<file path="src/rtl/dual_port_ram.sv">
// Simple dual-port RAM with lane write enables, selectable collision mode and a post-reset clear sequencer.
// Latency: read data and rvalid follow the sampled ren by 1+OUT_REG cycles; full one-read-per-cycle throughput.
// Backpressure: none; both ports are ignored (no rvalid, writes dropped) while busy is high during the clear.
module dual_port_ram #(
    parameter int SIZE           = 8,
    parameter int DEPTH          = 256,
    parameter int BYTE_W         = 8,
    parameter int MODE           = 0,
    parameter int OUT_REG        = 0,
    parameter int CLEAR_ON_RESET = 1,
    localparam int LANES         = SIZE / BYTE_W,
    localparam int AW            = (DEPTH > 1) ? $clog2(DEPTH) : 1
) (
    input  logic             clk,
    input  logic             rst,
    output logic             busy,
    input  logic [AW-1:0]    waddr,
    input  logic [SIZE-1:0]  wdata,
    input  logic [LANES-1:0] wen,
    input  logic [AW-1:0]    raddr,
    input  logic             ren,
    output logic [SIZE-1:0]  rdata,
    output logic             rvalid
);

    typedef enum logic {IDLE, CLEAR} state_t;

    localparam logic [AW:0]   DEPTH_L = (AW+1)'(DEPTH);
    localparam logic [AW-1:0] LAST    = AW'(DEPTH - 1);

    state_t            state;
    logic [AW-1:0]     cnt;

    logic              w_in;
    logic              r_in;
    logic              wr_ok;
    logic              rd_ok;
    logic [LANES-1:0]  mem_we;
    logic [AW-1:0]     mem_addr;
    logic [SIZE-1:0]   mem_wdat;

    logic [SIZE-1:0]   ram [0:DEPTH-1];

    logic [SIZE-1:0]   rd_q;
    logic              s1_vld;
    logic              hit;
    logic [LANES-1:0]  hit_wen;
    logic [SIZE-1:0]   hit_wdat;
    logic [SIZE-1:0]   s1_dat;

    // Addresses past DEPTH exist only when DEPTH is not a power of two.
    assign w_in  = {1'b0, waddr} < DEPTH_L;
    assign r_in  = {1'b0, raddr} < DEPTH_L;
    assign wr_ok = !rst && !busy && w_in;
    assign rd_ok = !rst && !busy && ren;

    // The clear sequencer shares the single write port with the user side.
    always_comb begin
        mem_we   = '0;
        mem_addr = waddr;
        mem_wdat = wdata;
        if (!rst && busy) begin
            mem_we   = '1;
            mem_addr = cnt;
            mem_wdat = '0;
        end else if (wr_ok) begin
            mem_we = wen;
        end
    end

    always_ff @(posedge clk) begin
        if (rst) begin
            state <= (CLEAR_ON_RESET != 0) ? CLEAR : IDLE;
            busy  <= (CLEAR_ON_RESET != 0);
            cnt   <= '0;
        end else begin
            case (state)
                CLEAR: begin
                    cnt <= cnt + AW'(1);
                    if (cnt == LAST) begin
                        state <= IDLE;
                        busy  <= 1'b0;
                    end
                end
                default: begin
                    state <= IDLE;
                    busy  <= 1'b0;
                end
            endcase
        end
    end

    always_ff @(posedge clk) begin
        for (int i = 0; i < LANES; i++) begin
            if (mem_we[i]) begin
                ram[mem_addr][i*BYTE_W +: BYTE_W] <= mem_wdat[i*BYTE_W +: BYTE_W];
            end
        end
    end

    // Array read is always read-first; write-first is rebuilt from a registered bypass.
    always_ff @(posedge clk) begin
        if (rst) begin
            rd_q     <= '0;
            s1_vld   <= 1'b0;
            hit      <= 1'b0;
            hit_wen  <= '0;
            hit_wdat <= '0;
        end else begin
            s1_vld <= rd_ok;
            if (rd_ok) begin
                rd_q     <= r_in ? ram[raddr] : '0;
                hit      <= (MODE != 0) && r_in && wr_ok && (waddr == raddr) && (|wen);
                hit_wen  <= wen;
                hit_wdat <= wdata;
            end
        end
    end

    always_comb begin
        s1_dat = rd_q;
        for (int i = 0; i < LANES; i++) begin
            if (hit && hit_wen[i]) begin
                s1_dat[i*BYTE_W +: BYTE_W] = hit_wdat[i*BYTE_W +: BYTE_W];
            end
        end
    end

    generate
        if (OUT_REG != 0) begin : g_oreg
            logic             s2_vld;
            logic [SIZE-1:0]  s2_dat;

            always_ff @(posedge clk) begin
                if (rst) begin
                    s2_vld <= 1'b0;
                    s2_dat <= '0;
                end else begin
                    s2_vld <= s1_vld;
                    if (s1_vld) begin
                        s2_dat <= s1_dat;
                    end
                end
            end

            assign rdata  = s2_dat;
            assign rvalid = s2_vld;
        end else begin : g_noreg
            assign rdata  = s1_dat;
            assign rvalid = s1_vld;
        end
    endgenerate

endmodule

</file>
<file path="config.mk">
export PLATFORM = sky130hd
export DESIGN_NAME = dual_port_ram
export DESIGN_NICKNAME = d
export VERILOG_FILES = /design/src/rtl/dual_port_ram.sv
export SDC_FILE = /design/constraint.sdc
export NUM_CORES = 2
export LEC_CHECK = 0
export BUFFER_PORTS_ARGS = -buffer_cell sky130_fd_sc_hd__clkbuf_2
export CORE_ASPECT_RATIO = 1.2
export CORE_MARGIN = 2
export CORE_UTILIZATION = 60
export CTS_CLUSTER_DIAMETER = 50
export DETAILED_ROUTE_END_ITERATION = 10
export PLACE_DENSITY_LB_ADDON = 0.08
export RECOVER_POWER = 100
export SYNTH_ARGS = -nofsm -noshare
export SYNTH_HDL_FRONTEND = slang
export SYNTH_SLANG_ARGS = --single-unit
</file>
<file path="constraint.sdc">
create_clock -name clk -period 15.8 [get_ports clk]
set_input_delay 3.16 -clock clk [delete_from_list [all_inputs] [get_ports clk]]
set_output_delay 3.16 -clock clk [all_outputs]
set_load 0.1 [all_outputs]
</file>
==> flow_summary_export.csv <==
group,metric,value,unit
yosys,most_used_standard_cell_by_instance_count_after_synthesis,"sky130_fd_sc_hd__edfxtp_1",
power,powerDensity,125,nW/um^2
global_route,grt_start_max_net_pins,193,
timing,fmaxAchievable,91.4,MHz
clock_tree,clockRootBuffer,"sky130_fd_sc_hd__clkbuf_16",
global_route,groute.usage.overall,30.7,%
timing,fin_crit,10950,ps
placement,detailedPlacementHpwl,125000,um
yosys,synth_sequential_area_ratio,76.6,%
critical_path,timing.reg2reg.setup_slack,7400,ps
clock_tree,cts_htree_levels,4,
die,pin_count,38,
placement,place_worst_setup_slack,7370,ps
yosys,yosys_most_used_dff,"sky130_fd_sc_hd__edfxtp_1",
global_route,via_count_of_the_first_global_routing_pass,40700,
detailed_routing,drt_drc_violations_left,0,
yosys,synth_area_leaders,"sky130_fd_sc_hd__edfxtp_1 76%, sky130_fd_sc_hd__mux4_2 12%, sky130_fd_sc_hd__mux2i_1 3.1%, sky130_fd_sc_hd__nor2_1 1.4%, sky130_fd_sc_hd__o221ai_1 1.1%",
yosys,postSynthRegisterBits,2067,
detailed_routing,dr_total_vias,41100,
flow_run,maxCapViolations,33,
layout,finished_layout_cell_area,88500,um^2
clock_tree,cts_hold_repair.buffers,0,
die,die_width,339,um
clock_tree,cts_buffers,193,
die,die_area,138000,um^2
detailed_routing,antenna_left,0,
timing,timing_max_transition_violations_final,1418,
timing,finClkSkew,24.7,ps
layout,drive_gt1_share,19.2,%
yosys,mappedNetlistNets,3998,
timing,fin_tns_setup,0,ps
detailed_routing,wl,209000,um
global_route,number_of_antenna_violations_at_the_first_check_in_global_routing,7,
die,num_rows,147,
yosys,ys_async_sr_fraction,0,%
timing,hold_violations,0,
clock_tree,postCtsSetupBuffers,0,
detailed_routing,wl_per_cell,35.0,um
placement,gp_routability_congestion,0.893,
clock_tree,clkLatencyLatePin,810,ps
critical_path,worst_setup_path_start_kind,"input pin",
yosys,synth_enable_flop_cells,2048,
power,power.ir.vdd_worst,0.114,mV
die,dieHeight,406,um
timing,finalCritPeriodShare,69.3,%
layout,area_delta_synth_final,9.54,%
critical_path,criticalPathCategory,"input pin to flip-flop",
yosys,netlist-cell-type-count,65,
yosys,most_instantiated_cells_after_synthesis,"2048 x sky130_fd_sc_hd__edfxtp_1, 439 x sky130_fd_sc_hd__mux4_2, 302 x sky130_fd_sc_hd__nor2_1, 247 x sky130_fd_sc_hd__mux2i_1, 131 x sky130_fd_sc_hd__clkbuf_1",
die,coreArea,134000,um^2
power,design_power_total,11.0,mW
timing,rsz0062_at_grt,"false",
layout,final_nets,4065,
detailed_routing,first_iter_violations,5562,
yosys,leading_area_contributor_after_synthesis,"sky130_fd_sc_hd__edfxtp_1",
global_route,grt_first_pass_wirelength,297000,um
critical_path,cp.required,15740,ps
critical_path,critical_path_peak_fanout,112,
die,initial_core_utilization,60.4,%
detailed_routing,first_pass_iters,6,
timing,postLayoutSetupSlackWorst,4850,ps
power,power_leakage,27.7,nW
yosys,yosysWarningCount,0,
timing,transition_time_of_the_tightest_slew_check_pin,6000,ps
clock_tree,numClockSinks,2067,
critical_path,worstSetupEndpointType,"flip-flop",
yosys,syn-instance-count,3969,
run_status,failed_checks,"max-capacitance violations, max-slew violations",
clock_tree,tritoncts,"done",
run_status,run_status,"finished with violations",
detailed_routing,post_drt_via_cell_ratio,6.86,
hold_path,timing.hold.worst.class,"flip-flop to flip-flop",
clock_tree,post_cts.resized_instances,0,
critical_path,worstPathArrival,10880,ps
timing,setup_viol_count_final,0,
placement,placed_cell_area,82700,um^2
global_route,grt_remaining_overflow,0,
placement,port_buffers,37,
clock_tree,cts_buffer_depth,3,
yosys,synthesis.area_per_instance,20.4,um^2
clock_tree,clk_pin_slew,60,ps
yosys,syn_area,80800,um^2
timing,relSlewSlack,-300,%
yosys,synth_largest_type_area_fraction,76.1,%
==> cell type report <==
cell class | instances | area, um^2
diodes | 3 | 7.51
inverters | 5 | 21.3
repair buffers | 113 | 733
clock inverters | 109 | 793
well taps | 1788 | 2240
multi-input cells | 1656 | 17700
fillers | 8720 | 45200
clock buffers | 249 | 5170
flip-flops and latches | 2067 | 61900
==> per-layer routing <==
metal  global-route usage [%]  vias to the layer above  share of wire (%)
met1                     42.1                    21600                 37
met5                        0                        -              0.021
met4                     13.4                        6                4.4
met3                     5.81                      416                9.7
li1                         -                    16600                  -
met2                     49.2                     2394                 49
==> critical path: stages <==
cell and delay [ps]:
sky130_fd_sc_hd__clkbuf_1 430, sky130_fd_sc_hd__nand2b_1 180, sky130_fd_sc_hd__clkbuf_1 970, sky130_fd_sc_hd__and2_0 2650, sky130_fd_sc_hd__clkbuf_1 3310
==> logic make-up (layout without fill, tap and decap cells) <==
family	count (synthesis)	count (layout)	synth area share, %
flops	2067	2067	76.6
mux	691	691	15.4
simple gates	580	580	3.14
compound gates	379	379	3.25
buf+inv	246	476	1.60
xor+xnor	5	5	0.0542
fa+ha+maj	1	1	0.0155
other cells	0	3	0
==> state kept, by name, indices dropped and copies added, names as in the netlist <==
| register | flops |
|---|---|
| state | 1 |
| rvalid | 1 |
| busy | 1 |
| ram | 2048 |
| rd_q | 8 |
| cnt | 8 |
==> power by group <==
group          leakage (nW)  switching [mW]  total [mW]  internal, mW
sequential             18.8         0.00281        6.05          6.04
combinational          5.97           0.371       0.548         0.177
clock                  2.92            1.97        4.43          2.46
==> stage by stage <==
| step | cells | hold WS (ps) | util (%) |
|---|---|---|---|
| 2_1_floorplan | 3969 | 517 | - |
| 3_3_place_gp | 5629 | 477 | 61.8 |
| 3_5_place_dp | 5629 | 474 | 61.8 |
| 4_1_cts | 5987 | 487 | 66.3 |
| 5_1_grt | 5987 | 518 | 66.2 |
| 6_report | 5990 | 493 | 66.2 |
==> final timing paths <==
path	start	to	cells past startpoint
worst max-delay path	rst	ram[120][3]	5
worst min-delay path	rd_q[6]	rd_q[6]	2
worst max register to register	busy	ram[120][3]	4
worst min register to register	rd_q[6]	rd_q[6]	2
==> layout by cell type, fill, tap and decap left out, types with 10 or more instances in the layout <==
master / n
sky130_fd_sc_hd__a211oi_1: 10
sky130_fd_sc_hd__a21oi_1: 80
sky130_fd_sc_hd__a22oi_1: 18
sky130_fd_sc_hd__a31oi_1: 11
sky130_fd_sc_hd__and2_0: 10
sky130_fd_sc_hd__buf_4: 50
sky130_fd_sc_hd__clkbuf_1: 82
sky130_fd_sc_hd__clkbuf_16: 197
sky130_fd_sc_hd__clkbuf_2: 20
sky130_fd_sc_hd__clkinv_1: 39
sky130_fd_sc_hd__clkinv_2: 40
sky130_fd_sc_hd__dfxtp_1: 19
sky130_fd_sc_hd__edfxtp_1: 2048
sky130_fd_sc_hd__mux2i_1: 247
sky130_fd_sc_hd__mux4_2: 439
sky130_fd_sc_hd__nand2_1: 110
sky130_fd_sc_hd__nand2b_1: 17
sky130_fd_sc_hd__nand3_1: 40
sky130_fd_sc_hd__nor2_1: 302
sky130_fd_sc_hd__nor3_1: 36
sky130_fd_sc_hd__o211ai_1: 12
sky130_fd_sc_hd__o21ai_0: 42
sky130_fd_sc_hd__o221ai_1: 97
sky130_fd_sc_hd__o22ai_1: 60
No activity file was read; power rests on OpenSTA's default activity.
